`src/rtl/exe_stage_mc_pkg.sv`:
```
// rtl/exe_stage_mc_pkg.sv - ALU command codes, flag indices, select codes and FSM states
package arm_exe_pkg;

    localparam logic [3:0] EXE_CMD_MOV = 4'b0001;
    localparam logic [3:0] EXE_CMD_MVN = 4'b1001;
    localparam logic [3:0] EXE_CMD_ADD = 4'b0010;
    localparam logic [3:0] EXE_CMD_ADC = 4'b0011;
    localparam logic [3:0] EXE_CMD_SUB = 4'b0100;
    localparam logic [3:0] EXE_CMD_SBC = 4'b0101;
    localparam logic [3:0] EXE_CMD_AND = 4'b0110;
    localparam logic [3:0] EXE_CMD_ORR = 4'b0111;
    localparam logic [3:0] EXE_CMD_EOR = 4'b1000;

    localparam int FLAG_N = 3;
    localparam int FLAG_Z = 2;
    localparam int FLAG_C = 1;
    localparam int FLAG_V = 0;

    localparam logic [1:0] SEL_REG = 2'd0;
    localparam logic [1:0] SEL_MEM = 2'd1;
    localparam logic [1:0] SEL_WB  = 2'd2;

    typedef enum logic {
        IDLE = 1'b0,
        MUL  = 1'b1
    } exe_state_e;

endpackage

```
`src/rtl/exe_stage_mc_if.sv`:
```
// rtl/exe_stage_mc_if.sv - ID/EXE input bundle and EXE/MEM output bank of the execute stage
interface exe_stage_mc_if #(
    parameter int BIT_NUMBER = 32
);
    logic                  in_valid;
    logic                  freeze;
    logic                  flush;
    logic [3:0]            exe_cmd;
    logic                  mul_en;
    logic                  acc_en;
    logic                  mem_r_en;
    logic                  mem_w_en;
    logic                  wb_en;
    logic [3:0]            dest;
    logic [1:0]            sel_src1;
    logic [1:0]            sel_src2;
    logic [BIT_NUMBER-1:0] pc;
    logic [BIT_NUMBER-1:0] val_rn;
    logic [BIT_NUMBER-1:0] val_rm_in;
    logic [BIT_NUMBER-1:0] val_rs;
    logic [BIT_NUMBER-1:0] val_acc;
    logic [BIT_NUMBER-1:0] mem_fwd;
    logic [BIT_NUMBER-1:0] wb_fwd;
    logic                  imm;
    logic [11:0]           shift_operand;
    logic [23:0]           signed_imm_24;
    logic [3:0]            sr;

    logic                  busy;
    logic [BIT_NUMBER-1:0] br_addr;
    logic                  out_valid;
    logic [BIT_NUMBER-1:0] out_result;
    logic [BIT_NUMBER-1:0] out_val_rm;
    logic [3:0]            out_dest;
    logic                  out_mem_r_en;
    logic                  out_mem_w_en;
    logic                  out_wb_en;
    logic [3:0]            status;

    modport master (
        output in_valid, freeze, flush, exe_cmd, mul_en, acc_en, mem_r_en, mem_w_en,
               wb_en, dest, sel_src1, sel_src2, pc, val_rn, val_rm_in, val_rs, val_acc,
               mem_fwd, wb_fwd, imm, shift_operand, signed_imm_24, sr,
        input  busy, br_addr, out_valid, out_result, out_val_rm, out_dest,
               out_mem_r_en, out_mem_w_en, out_wb_en, status
    );

    modport slave (
        input  in_valid, freeze, flush, exe_cmd, mul_en, acc_en, mem_r_en, mem_w_en,
               wb_en, dest, sel_src1, sel_src2, pc, val_rn, val_rm_in, val_rs, val_acc,
               mem_fwd, wb_fwd, imm, shift_operand, signed_imm_24, sr,
        output busy, br_addr, out_valid, out_result, out_val_rm, out_dest,
               out_mem_r_en, out_mem_w_en, out_wb_en, status
    );
endinterface

```
`src/rtl/exe_stage_mc_mul.sv`:
```
// rtl/exe_stage_mc_mul.sv - iterative shift-add multiplier, MUL_BITS multiplier bits per step
module exe_iter_mul #(
    parameter int BIT_NUMBER = 32,
    parameter int MUL_BITS   = 4
) (
    input  logic                  clk,
    input  logic                  rst,
    input  logic                  i_start,
    input  logic                  i_step,
    input  logic                  i_abort,
    input  logic [BIT_NUMBER-1:0] i_a,
    input  logic [BIT_NUMBER-1:0] i_b,
    output logic [BIT_NUMBER-1:0] o_sum,
    output logic                  o_done
);
    localparam int K  = BIT_NUMBER / MUL_BITS;
    localparam int CW = (K > 1) ? $clog2(K) : 1;
    localparam int SW = $clog2(BIT_NUMBER);

    logic [BIT_NUMBER-1:0] r_a;
    logic [BIT_NUMBER-1:0] r_b;
    logic [BIT_NUMBER-1:0] r_acc;
    logic [CW-1:0]         r_step;

    logic [BIT_NUMBER-1:0] w_digit;
    logic [BIT_NUMBER-1:0] w_pp;
    logic [SW-1:0]         w_shamt;

    // Only the low BIT_NUMBER bits of the product survive, so truncating before the shift is exact.
    assign w_digit = {{(BIT_NUMBER-MUL_BITS){1'b0}}, r_b[MUL_BITS-1:0]};
    assign w_shamt = SW'(r_step * MUL_BITS);
    assign w_pp    = (r_a * w_digit) << w_shamt;
    assign o_sum   = r_acc + w_pp;
    assign o_done  = i_step && (r_step == CW'(K-1));

    always_ff @(posedge clk) begin
        if (rst) begin
            r_a    <= '0;
            r_b    <= '0;
            r_acc  <= '0;
            r_step <= '0;
        end else if (i_abort) begin
            r_acc  <= '0;
            r_step <= '0;
        end else if (i_start) begin
            r_a    <= i_a;
            r_b    <= i_b;
            r_acc  <= '0;
            r_step <= '0;
        end else if (i_step) begin
            r_acc  <= o_sum;
            r_b    <= r_b >> MUL_BITS;
            r_step <= o_done ? '0 : r_step + 1'b1;
        end
    end
endmodule

```
`src/rtl/exe_stage_mc.sv`:
```
// rtl/exe_stage_mc.sv - multi-cycle ARM execute stage: forwarding, val2, ALU, iterative MUL/MLA,
// registered EXE/MEM bank with valid/freeze/flush handshake
module exe_stage_mc
    import arm_exe_pkg::*;
#(
    parameter int BIT_NUMBER = 32,
    parameter int MUL_BITS   = 4
) (
    input  logic         clk,
    input  logic         rst,
    exe_stage_mc_if.slave bus
);
    localparam int BN = BIT_NUMBER;

    exe_state_e      r_state;
    logic            r_out_valid;
    logic [BN-1:0]   r_out_result;
    logic [BN-1:0]   r_out_val_rm;
    logic [3:0]      r_out_dest;
    logic            r_out_mem_r_en;
    logic            r_out_mem_w_en;
    logic            r_out_wb_en;
    logic [3:0]      r_status;
    logic [BN-1:0]   r_mul_acc;
    logic            r_mul_acc_en;
    logic [1:0]      r_mul_cv;
    logic [3:0]      r_mul_dest;
    logic            r_mul_wb_en;

    logic [BN-1:0]   w_val1;
    logic [BN-1:0]   w_val_rm;
    logic [BN-1:0]   w_val2;
    logic [BN-1:0]   w_imm8_ext;
    logic [2*BN-1:0] w_rot_imm;
    logic [2*BN-1:0] w_rot_rm;
    logic [4:0]      w_sh_amt;
    logic [BN:0]     w_sum;
    logic [BN-1:0]   w_alu_res;
    logic            w_alu_c;
    logic            w_alu_v;
    logic            w_cin;
    logic [BN-1:0]   w_mul_sum;
    logic [BN-1:0]   w_mul_res;
    logic            w_mul_done;
    logic            w_idle_go;
    logic            w_mul_start;
    logic            w_mul_step;

    always_comb begin
        case (bus.sel_src1)
            SEL_MEM: w_val1 = bus.mem_fwd;
            SEL_WB:  w_val1 = bus.wb_fwd;
            default: w_val1 = bus.val_rn;
        endcase
        case (bus.sel_src2)
            SEL_MEM: w_val_rm = bus.mem_fwd;
            SEL_WB:  w_val_rm = bus.wb_fwd;
            default: w_val_rm = bus.val_rm_in;
        endcase
    end

    assign w_imm8_ext = {{(BN-8){1'b0}}, bus.shift_operand[7:0]};
    assign w_rot_imm  = {w_imm8_ext, w_imm8_ext} >> {bus.shift_operand[11:8], 1'b0};
    assign w_rot_rm   = {w_val_rm, w_val_rm} >> bus.shift_operand[11:7];
    assign w_sh_amt   = bus.shift_operand[11:7];

    // Loads/stores use the raw 12-bit unsigned offset; no rotate or register shift applies.
    always_comb begin
        w_val2 = '0;
        if (bus.mem_r_en || bus.mem_w_en) begin
            w_val2 = {{(BN-12){1'b0}}, bus.shift_operand};
        end else if (bus.imm) begin
            w_val2 = w_rot_imm[BN-1:0];
        end else begin
            case (bus.shift_operand[6:5])
                2'b00:   w_val2 = w_val_rm << w_sh_amt;
                2'b01:   w_val2 = w_val_rm >> w_sh_amt;
                2'b10:   w_val2 = $signed(w_val_rm) >>> w_sh_amt;
                default: w_val2 = w_rot_rm[BN-1:0];
            endcase
        end
    end

    assign w_cin = bus.sr[FLAG_C];

    // Subtract carry follows ARM: C = 1 means no borrow.
    always_comb begin
        w_sum     = '0;
        w_alu_res = '0;
        w_alu_c   = bus.sr[FLAG_C];
        w_alu_v   = bus.sr[FLAG_V];
        case (bus.exe_cmd)
            EXE_CMD_MOV: w_alu_res = w_val2;
            EXE_CMD_MVN: w_alu_res = ~w_val2;
            EXE_CMD_ADD, EXE_CMD_ADC: begin
                w_sum     = {1'b0, w_val1} + {1'b0, w_val2}
                          + ((bus.exe_cmd == EXE_CMD_ADC) ? (BN+1)'(w_cin) : '0);
                w_alu_res = w_sum[BN-1:0];
                w_alu_c   = w_sum[BN];
                w_alu_v   = (w_val1[BN-1] == w_val2[BN-1]) && (w_alu_res[BN-1] != w_val1[BN-1]);
            end
            EXE_CMD_SUB, EXE_CMD_SBC: begin
                w_sum     = {1'b0, w_val1} - {1'b0, w_val2}
                          - ((bus.exe_cmd == EXE_CMD_SBC) ? (BN+1)'(!w_cin) : '0);
                w_alu_res = w_sum[BN-1:0];
                w_alu_c   = !w_sum[BN];
                w_alu_v   = (w_val1[BN-1] != w_val2[BN-1]) && (w_alu_res[BN-1] != w_val1[BN-1]);
            end
            EXE_CMD_AND: w_alu_res = w_val1 & w_val2;
            EXE_CMD_ORR: w_alu_res = w_val1 | w_val2;
            EXE_CMD_EOR: w_alu_res = w_val1 ^ w_val2;
            default:     w_alu_res = '0;
        endcase
    end

    assign w_idle_go   = (r_state == IDLE) && bus.in_valid && !bus.freeze && !bus.flush;
    assign w_mul_start = w_idle_go && bus.mul_en;
    assign w_mul_step  = (r_state == MUL) && !bus.freeze && !bus.flush;
    assign w_mul_res   = w_mul_sum + (r_mul_acc_en ? r_mul_acc : '0);

    exe_iter_mul #(
        .BIT_NUMBER(BIT_NUMBER),
        .MUL_BITS  (MUL_BITS)
    ) u_mul (
        .clk    (clk),
        .rst    (rst),
        .i_start(w_mul_start),
        .i_step (w_mul_step),
        .i_abort(bus.flush),
        .i_a    (w_val1),
        .i_b    (bus.val_rs),
        .o_sum  (w_mul_sum),
        .o_done (w_mul_done)
    );

    always_ff @(posedge clk) begin
        if (rst) begin
            r_state        <= IDLE;
            r_out_valid    <= 1'b0;
            r_out_result   <= '0;
            r_out_val_rm   <= '0;
            r_out_dest     <= '0;
            r_out_mem_r_en <= 1'b0;
            r_out_mem_w_en <= 1'b0;
            r_out_wb_en    <= 1'b0;
            r_status       <= '0;
            r_mul_acc      <= '0;
            r_mul_acc_en   <= 1'b0;
            r_mul_cv       <= '0;
            r_mul_dest     <= '0;
            r_mul_wb_en    <= 1'b0;
        end else if (bus.flush) begin
            r_out_valid <= 1'b0;
            r_state     <= IDLE;
        end else if (!bus.freeze) begin
            case (r_state)
                IDLE: begin
                    r_out_valid <= 1'b0;
                    if (w_idle_go && !bus.mul_en) begin
                        r_out_valid    <= 1'b1;
                        r_out_result   <= w_alu_res;
                        r_out_val_rm   <= w_val_rm;
                        r_out_dest     <= bus.dest;
                        r_out_mem_r_en <= bus.mem_r_en;
                        r_out_mem_w_en <= bus.mem_w_en;
                        r_out_wb_en    <= bus.wb_en;
                        r_status       <= {w_alu_res[BN-1], (w_alu_res == '0), w_alu_c, w_alu_v};
                    end else if (w_mul_start) begin
                        r_state      <= MUL;
                        r_mul_acc    <= bus.val_acc;
                        r_mul_acc_en <= bus.acc_en;
                        r_mul_cv     <= {bus.sr[FLAG_C], bus.sr[FLAG_V]};
                        r_mul_dest   <= bus.dest;
                        r_mul_wb_en  <= bus.wb_en;
                    end
                end
                MUL: begin
                    r_out_valid <= 1'b0;
                    if (w_mul_done) begin
                        r_state        <= IDLE;
                        r_out_valid    <= 1'b1;
                        r_out_result   <= w_mul_res;
                        r_out_val_rm   <= '0;
                        r_out_dest     <= r_mul_dest;
                        r_out_mem_r_en <= 1'b0;
                        r_out_mem_w_en <= 1'b0;
                        r_out_wb_en    <= r_mul_wb_en;
                        r_status       <= {w_mul_res[BN-1], (w_mul_res == '0), r_mul_cv};
                    end
                end
                default: r_state <= IDLE;
            endcase
        end
    end

    assign bus.busy         = (r_state == MUL);
    assign bus.br_addr      = bus.pc + ({{(BN-24){bus.signed_imm_24[23]}}, bus.signed_imm_24} << 2);
    assign bus.out_valid    = r_out_valid;
    assign bus.out_result   = r_out_result;
    assign bus.out_val_rm   = r_out_val_rm;
    assign bus.out_dest     = r_out_dest;
    assign bus.out_mem_r_en = r_out_mem_r_en;
    assign bus.out_mem_w_en = r_out_mem_w_en;
    assign bus.out_wb_en    = r_out_wb_en;
    assign bus.status       = r_status;
endmodule
```
`src/flat_wrapper.sv`:
```
// flat-port wrapper written by rule: the top's interface ports become plain ports
module exe_stage_mc_flat import arm_exe_pkg::*;
#(
    parameter int BIT_NUMBER = 32,
    parameter int MUL_BITS   = 4
)
  (clk, rst, bus_in_valid, bus_freeze, bus_flush, bus_exe_cmd, bus_mul_en, bus_acc_en, bus_mem_r_en, bus_mem_w_en, bus_wb_en, bus_dest, bus_sel_src1, bus_sel_src2, bus_pc, bus_val_rn, bus_val_rm_in, bus_val_rs, bus_val_acc, bus_mem_fwd, bus_wb_fwd, bus_imm, bus_shift_operand, bus_signed_imm_24, bus_sr, bus_busy, bus_br_addr, bus_out_valid, bus_out_result, bus_out_val_rm, bus_out_dest, bus_out_mem_r_en, bus_out_mem_w_en, bus_out_wb_en, bus_status);
  exe_stage_mc_if #(.BIT_NUMBER(BIT_NUMBER)) bus_i ();
  input  logic clk;
  input  logic rst;
  input wire logic [$bits(bus_i.in_valid)-1:0] bus_in_valid;
  input wire logic [$bits(bus_i.freeze)-1:0] bus_freeze;
  input wire logic [$bits(bus_i.flush)-1:0] bus_flush;
  input wire logic [$bits(bus_i.exe_cmd)-1:0] bus_exe_cmd;
  input wire logic [$bits(bus_i.mul_en)-1:0] bus_mul_en;
  input wire logic [$bits(bus_i.acc_en)-1:0] bus_acc_en;
  input wire logic [$bits(bus_i.mem_r_en)-1:0] bus_mem_r_en;
  input wire logic [$bits(bus_i.mem_w_en)-1:0] bus_mem_w_en;
  input wire logic [$bits(bus_i.wb_en)-1:0] bus_wb_en;
  input wire logic [$bits(bus_i.dest)-1:0] bus_dest;
  input wire logic [$bits(bus_i.sel_src1)-1:0] bus_sel_src1;
  input wire logic [$bits(bus_i.sel_src2)-1:0] bus_sel_src2;
  input wire logic [$bits(bus_i.pc)-1:0] bus_pc;
  input wire logic [$bits(bus_i.val_rn)-1:0] bus_val_rn;
  input wire logic [$bits(bus_i.val_rm_in)-1:0] bus_val_rm_in;
  input wire logic [$bits(bus_i.val_rs)-1:0] bus_val_rs;
  input wire logic [$bits(bus_i.val_acc)-1:0] bus_val_acc;
  input wire logic [$bits(bus_i.mem_fwd)-1:0] bus_mem_fwd;
  input wire logic [$bits(bus_i.wb_fwd)-1:0] bus_wb_fwd;
  input wire logic [$bits(bus_i.imm)-1:0] bus_imm;
  input wire logic [$bits(bus_i.shift_operand)-1:0] bus_shift_operand;
  input wire logic [$bits(bus_i.signed_imm_24)-1:0] bus_signed_imm_24;
  input wire logic [$bits(bus_i.sr)-1:0] bus_sr;
  output wire logic [$bits(bus_i.busy)-1:0] bus_busy;
  output wire logic [$bits(bus_i.br_addr)-1:0] bus_br_addr;
  output wire logic [$bits(bus_i.out_valid)-1:0] bus_out_valid;
  output wire logic [$bits(bus_i.out_result)-1:0] bus_out_result;
  output wire logic [$bits(bus_i.out_val_rm)-1:0] bus_out_val_rm;
  output wire logic [$bits(bus_i.out_dest)-1:0] bus_out_dest;
  output wire logic [$bits(bus_i.out_mem_r_en)-1:0] bus_out_mem_r_en;
  output wire logic [$bits(bus_i.out_mem_w_en)-1:0] bus_out_mem_w_en;
  output wire logic [$bits(bus_i.out_wb_en)-1:0] bus_out_wb_en;
  output wire logic [$bits(bus_i.status)-1:0] bus_status;
  assign bus_i.in_valid = bus_in_valid;
  assign bus_i.freeze = bus_freeze;
  assign bus_i.flush = bus_flush;
  assign bus_i.exe_cmd = bus_exe_cmd;
  assign bus_i.mul_en = bus_mul_en;
  assign bus_i.acc_en = bus_acc_en;
  assign bus_i.mem_r_en = bus_mem_r_en;
  assign bus_i.mem_w_en = bus_mem_w_en;
  assign bus_i.wb_en = bus_wb_en;
  assign bus_i.dest = bus_dest;
  assign bus_i.sel_src1 = bus_sel_src1;
  assign bus_i.sel_src2 = bus_sel_src2;
  assign bus_i.pc = bus_pc;
  assign bus_i.val_rn = bus_val_rn;
  assign bus_i.val_rm_in = bus_val_rm_in;
  assign bus_i.val_rs = bus_val_rs;
  assign bus_i.val_acc = bus_val_acc;
  assign bus_i.mem_fwd = bus_mem_fwd;
  assign bus_i.wb_fwd = bus_wb_fwd;
  assign bus_i.imm = bus_imm;
  assign bus_i.shift_operand = bus_shift_operand;
  assign bus_i.signed_imm_24 = bus_signed_imm_24;
  assign bus_i.sr = bus_sr;
  assign bus_busy = bus_i.busy;
  assign bus_br_addr = bus_i.br_addr;
  assign bus_out_valid = bus_i.out_valid;
  assign bus_out_result = bus_i.out_result;
  assign bus_out_val_rm = bus_i.out_val_rm;
  assign bus_out_dest = bus_i.out_dest;
  assign bus_out_mem_r_en = bus_i.out_mem_r_en;
  assign bus_out_mem_w_en = bus_i.out_mem_w_en;
  assign bus_out_wb_en = bus_i.out_wb_en;
  assign bus_status = bus_i.status;
  exe_stage_mc #(.BIT_NUMBER(BIT_NUMBER), .MUL_BITS(MUL_BITS)) u_core (.clk(clk), .rst(rst), .bus(bus_i));
endmodule
```
`config.mk`:
```
export PLATFORM = sky130hd
export DESIGN_NAME = exe_stage_mc_flat
export DESIGN_NICKNAME = d
export VERILOG_FILES = /design/src/rtl/exe_stage_mc_pkg.sv /design/src/rtl/exe_stage_mc_if.sv /design/src/rtl/exe_stage_mc_mul.sv /design/src/rtl/exe_stage_mc.sv /design/src/flat_wrapper.sv
export SDC_FILE = /design/constraint.sdc
export NUM_CORES = 2
export LEC_CHECK = 0
export ABC_AREA = 1
export BUFFER_PORTS_ARGS = -buffer_cell sky130_fd_sc_hd__buf_2
export CELL_PAD_IN_SITES_DETAIL_PLACEMENT = 1
export CELL_PAD_IN_SITES_GLOBAL_PLACEMENT = 1
export CORE_MARGIN = 2
export CORE_UTILIZATION = 29
export CTS_BUF_LIST = sky130_fd_sc_hd__clkbuf_16
export DETAILED_ROUTE_END_ITERATION = 8
export PLACE_DENSITY_LB_ADDON = 0.1
export SLEW_MARGIN = 20
export SYNTH_ARGS = -nofsm -noshare
export SYNTH_HDL_FRONTEND = slang
export SYNTH_HIERARCHICAL = 1
export SYNTH_SLANG_ARGS = --single-unit
```
`constraint.sdc`:
```
create_clock -name clk -period 6.3 [get_ports clk]
set_input_delay 0.315 -clock clk [delete_from_list [all_inputs] [get_ports clk]]
set_output_delay 0.315 -clock clk [all_outputs]
set_load 0.02 [all_outputs]
```
* Word level (Yosys, flattened, before mapping) *
Cells that the tools add are included.

operators by class
  reduce and logical (&&, ||, !) cells = 28
  bitwise logic cells = 8
  add/sub/neg operators = 8
  muxes and demuxes = 41
  shift-type cells = 6
  multipliers = 1
  eq/ne operators = 22

operators with widths
  kind                  count
  $mux W32              9
  $pmux W32 S2          4
  $pmux W32 S7          1
  $add A32 B32 Y32      3
  $pmux W32 S3          1
  $logic_not A32 Y1     2
  $shl A32 B5 Y32       2
  $shr A64 B5 Y32       1
  $shr A40 B5 Y32       1
  $add A32 B32 Y33      1
  $add A33 B33 Y33      1
  $sub A32 B32 Y33      1
  $sub A33 B33 Y33      1
  $and A32 B32 Y32      1
  $mul A32 B4 Y32       1
  $not A32 Y32          1
  $or A32 B32 Y32       1
  $shr A32 B5 Y32       1
  $sshr A32 B5 Y32      1
  $xor A32 B32 Y32      1
  $eq A4 B3 Y1 const B  4
  $mux W4               4
  $pmux W4 S2           2
  $pmux W1 S2           7
  other kinds (23)      62

word-level totals
  output and inout port bits = 109
  logic and storage cells = 132
  flip-flop bits (word level) = 216

* Logic depth before layout (Yosys ltp) *
  depth after elaboration = 13
  mapped depth = 48
  mapped depth without buffers = 46

* Cells and area by module *
The synthesis kept the hierarchy.

by module, submodules not included
  module        times used  area each (um^2)  cells each
  exe_stage_mc  1           20688.6           3666
  exe_iter_mul  1           10671.5           1739

* Worst setup path after synthesis *
Ideal clock, no wire load.

  kind = register -> register
  start point = register u_core.u_mul.r_b[3]
  end point = register u_core.r_status[2] (netlist: u_core/bus.status[2])
  data arrival time = 6.456 ns
  path buffers = 2
  slack = -0.226 ns
  stages on the path, launching flop included = 42
  setup time = 0.070 ns
  data required time = 6.230 ns
  cells stage by stage = dfxtp_1 -> clkbuf_1 -> buf_1 -> nand2_1 -> fa_1 -> fa_1 -> inv_1 -> ha_1 -> nand2_1 -> nor2_2 -> nand2_1 -> nand3_2 -> nand3_1 -> nand2_2 -> xor2_1 -> nand2_1 -> o21ai_0 -> nand2_1 -> (+6 left out) -> a21oi_4 -> o21ai_2 -> xor2_1 -> ha_1 -> nand2_1 -> nor4_1 -> o21ai_0 -> nand3_1 -> nand2_1 -> nand2_1 -> xor2_1 -> nor2_1 -> nand4_1 -> nor2_1 -> nand4_1 -> nand2_1 -> inv_1 -> a21oi_1

between the ends
  longest elaborated chain between the ends = 7

ends and longest elaborated chain
  what                      RTL line                text
  start: declaration        exe_stage_mc_mul.sv:21  logic [BIT_NUMBER-1:0] r_b;
  start signal: assignment  exe_stage_mc_mul.sv:47  r_b <= i_b;
  start signal: assignment  exe_stage_mc_mul.sv:52  r_b <= r_b >> MUL_BITS;
  $mul A32 B4 Y32           exe_stage_mc_mul.sv:32  assign w_pp = (r_a * w_digit) << w_shamt;
  $shl A32 B5 Y32           exe_stage_mc_mul.sv:32
  $add A32 B32 Y32          exe_stage_mc_mul.sv:33  assign o_sum = r_acc + w_pp;
  net u_core.w_mul_sum[20]  exe_stage_mc.sv:42      logic [BN-1:0] w_mul_sum;
  $add A32 B32 Y32          exe_stage_mc.sv:119     assign w_mul_res = w_mul_sum + (r_mul_acc_en ? r_mul_acc : '0);
  $logic_not A32 Y1         exe_stage_mc.sv:188     r_status <= {w_mul_res[BN-1], (w_mul_res == '0), r_mul_cv};
  $mux W4                   exe_stage_mc.sv:179     if (w_mul_done) begin
  $pmux W4 S2               exe_stage_mc.sv:156     case (r_state)
  end signal: assignment    exe_stage_mc.sv:167     r_status <= {w_alu_res[BN-1], (w_alu_res == '0), w_alu_c, w_alu_v};
  end signal: assignment    exe_stage_mc.sv:188
  end: declaration          exe_stage_mc.sv:23      logic [3:0] r_status;

The timed path passes the listed nets, and every way through them passes these cells. The select of a mux whose other input is x is not followed.
A chain may end at the register's enable or synchronous reset.

* Worst setup path in the final report *
  start point = register u_core.u_mul.r_b[2]
  end point = register u_core.r_status[2] (netlist: u_core/bus.status[2])

The elaborated chain is that of the path after synthesis.

==> out/summary.txt <==
initial antenna violation count = 17
share of layout cells above drive strength 1 = 29.9%
Sw Ratio = 44.1%
DR vias/cell = 5.23
Leakage Power = 23.6 nW
worst slew pin tran = 1030 ps
CP arrival = 7330 ps
WS Path Type = flip-flop to flip-flop
Worst Path Max Fanout = 11
initial core utilization = 29.3%
DRC = 0
maximum root-to-sink buffer count = 3
Clock Latency Late Sink = 650 ps
DP HPWL = 148,000 um
Post-synth ARST share = 0%
initial DRC count = 2,861
I/O Buffers = 389
largest area contributor in the netlist = nand2_1
Placed Instances = 7,671
Die Area = 111,000 um2
final-report max-slew violation count = 0
Ys Warns = 6
I/O pin cnt = 396
Die H = 333 um
largest net degree at the start of global routing = 83
CP endpoint kind = flip-flop
power density cells = 142 nW/um2
Reg area = 4320 um2
#FFs+latches synth = 215
setup slack after layout = -466 ps
failing checks = setup timing
vias in the first global route = 42,090
top cells by area, synth = nand2_1 (17%), dfxtp_1 (14%), ha_1 (10%), nand3_1 (9.6%), inv_1 (7.9%)
CTS root buffer = clkbuf_16
post-synth top area share = 17.3%
VDD IR-drop max = 235 uV
total wire length = 183,000 um
CP max stage delay = 560 ps
CTS H-tree lvls = 1
Syn Area/Cell = 5.80 um2
area of the multi-input gates = 26,700 um2
Pre-antenna DRT Iters = 5
CTS tree = yes
synthesized area = 31,400 um2
internal power = 0.00363 W
Reg clk slew, reported paths = 70 ps
Slowest cell on crit path = fa_2
Synth Flop Type = dfxtp_1
area delta synth->final = 46.1%
placeable core area = 107,000 um2
max cap viols = 0
first-pass GRT wire length = 268,000 um
Finished Layout Cells = 7,919
Routed WL per cell = 23.2 um
CTS Sinks = 215
HP Class = input port to flip-flop
FP Rows = 120
Req. time, crit path = 6860 ps
fin nets = 7,089
register share of total power = 21.5%
CP Launch Type = flip-flop
Hold Vio Cnt, Final = 0
Seq/Total Area, Yosys = 13.7%
Period minus WS final = 6770 ps
number of CTS-inserted buffers = 31
slew margin rel. = 30.8%
number of library cell types mapped by synthesis = 64
final antenna-violating net count = 0
Gate power share = 48.2%
Via Count = 41,416
crit share post-route = 107%
status = finished with violations
dpl ws = -1080 ps
gpl congestion = 0.952
syn_nets = 6,010
Filler cells = 14,214
RSZ-0062 raised after global routing = yes
Worst Skew = 35.4 ps
die width = 333 um
Sw Pwr = 0.00286 W
Fmax = 0.148 GHz
clock share of power = 30.2%
GRT Total Usage = 31.7%
final setup vio count = 19
Post-synth EDFFs = 0
GRT Residual Overflow = 0
post-synthesis cell count = 5,405
==> what timing repair did <==
item                                   4_1_cts  5_1_grt
setup buffers                               72       45
pin swaps                                  178      229
setup endpoints to repair                   24       27
endpoints found under the hold margin       74        0
gates resized for setup                    437      331
cloned                                       6        1
hold buffers                                69        0
==> power by group through the flow <==
| stage | Combinational, W | Sequential [W] | Clock (W) |
|---|---|---|---|
| 2_1_floorplan | 0.00158 | 0.00143 | 0 |
| 3_3_place_gp | 0.00298 | 0.00143 | 0 |
| 3_5_place_dp | 0.00300 | 0.00143 | 0 |
| 4_1_cts | 0.00307 | 0.00140 | 0.00200 |
| 5_1_grt | 0.00338 | 0.00140 | 0.00206 |
| 6_report | 0.00313 | 0.00140 | 0.00196 |
==> routing by layer <==
layer / wire length [um] / GRT usage (%)
met2: 82000 / 51.2
met1: 83800 / 42.9
met3: 11200 / 5.71
met4: 6370 / 9.42
met5: 49 / 0
==> cells by family (layout without fill, tap and decap cells) <==
logic type                 after synthesis  in the layout  synth area share [%]
AOI/OAI and AO/OA                      985            985                  18.1
adders and majority gates              318            318                  14.2
muxes                                    4              4                 0.132
xor gates and xnor gates               112            112                  3.15
other                                    0              7                     0
buffers and inverters                  921           2025                  11.5
and+or+nand+nor                       2850           2850                  39.1
DFF                                    215            215                  13.7
==> worst max-delay path: cells and delay by family, from the launching register on <==
family	cells	cell delay, ps
AO/OA/AOI/OAI	9	1180
XOR/XNOR	3	550
adder cells (fa/ha/maj)	5	1830
buffers and inverters	9	890
flip-flops	1	370
multiplexers	1	230
AND/OR/NAND/NOR	17	1650
==> metrics by stage <==
stage	utilization (%)	power [W]	TNS, ps	instance area [um2]	hold slack (ps)
global route	42.7	0.00684	-10860	45800	37.9
detailed placement	37.0	0.00443	-16990	39600	458
floorplan	-	0.00301	0	31400	384
CTS	41.2	0.00647	-3410	44100	14.1
global placement	37.0	0.00441	-13870	39600	449
finish	42.7	0.00650	-4480	45800	60.8
==> cell usage after synthesis (3+ instances only) <==
master     instances
nand2_1         1448
inv_1            657
nand3_1          601
nor2_1           511
o21ai_0          352
a21oi_1          335
ha_1             254
dfxtp_1          215
clkbuf_1         141
nand4_1           80
xor2_1            67
fa_1              64
buf_2             63
a31oi_1           55
nand2_2           55
xnor2_1           44
o21ai_1           40
o211ai_1          35
or2_1             31
nor3_1            30
a221o_1           29
buf_1             28
nand3_2           28
a221oi_1          26
o21bai_1          19
a21o_1            18
or2_2             17
buf_4             14
nand3b_1          14
nor4_1            13
o21a_1            13
o22ai_1           11
nor2_2            10
inv_2              9
a21boi_0           7
o21ai_2            7
a2111oi_0          5
and2_1             5
clkinv_1           5
o2111ai_1          5
a211oi_1           4
o211a_1            4
buf_6              3
mux2i_1            3
==> placed cells by master (no fill, tap or decap), types with 33 or more instances in the layout <==
master and instances:
a21oi_1 269, a21oi_2 40, a31oi_1 44, buf_2 389, buf_4 780, buf_6 33, dfxtp_1 211, dlygate4sd3_1 69
fa_1 62, ha_1 191, ha_4 60, inv_1 590, inv_2 74, nand2_1 1322, nand2_2 144, nand2_4 36
nand3_1 570, nand3_2 54, nand4_1 80, nor2_1 460, nor2_2 33, o211ai_1 35, o21ai_0 302, o21ai_1 57
o21ai_2 33, xor2_1 50
==> layout make-up <==
cell class / count / share of cell area, %
Clock buffer: 31 / 1.69
Antenna cell: 7 / 0.0382
Multi-Input combinational cell: 4269 / 58.3
Timing Repair Buffer: 1296 / 20.5
Inverter: 671 / 5.52
Clock inverter: 27 / 0.685
Tap cell: 1403 / 3.83
Sequential cell: 215 / 9.42
==> sequential cells by signal (all words and copies together) (netlist names), 2 cells and up <==
name                   flops
u_core/bus.status          3
u_core/r_mul_dest          4
u_core/u_mul/r_step        3
u_core/u_mul/r_acc        32
u_core/u_mul/r_a          32
u_core/u_mul/r_b          32
u_core/r_mul_cv            2
u_core/r_mul_acc          32
u_core/bus.out_dest        4
u_core/bus.out_val_rm     32
u_core/bus.out_result     32
==> path summary, 6_finish.rpt <==
kind	from	slack, ps	depth (start not counted)	end
setup / recovery	u_core/u_mul/r_b[2]$_SDFFE_PP0P_	-470	44	u_core/bus.status[2]$_SDFFE_PP0P_
hold / removal	bus_sr[0]	60	3	u_core/r_mul_cv[0]$_SDFFE_PP0P_
setup reg to reg	u_core/u_mul/r_b[2]$_SDFFE_PP0P_	-470	44	u_core/bus.status[2]$_SDFFE_PP0P_
hold reg to reg	u_core/u_mul/r_b[28]$_SDFFE_PP0P_	470	2	u_core/u_mul/r_b[28]$_SDFFE_PP0P_
No activity file was read; power rests on OpenSTA's default activity.
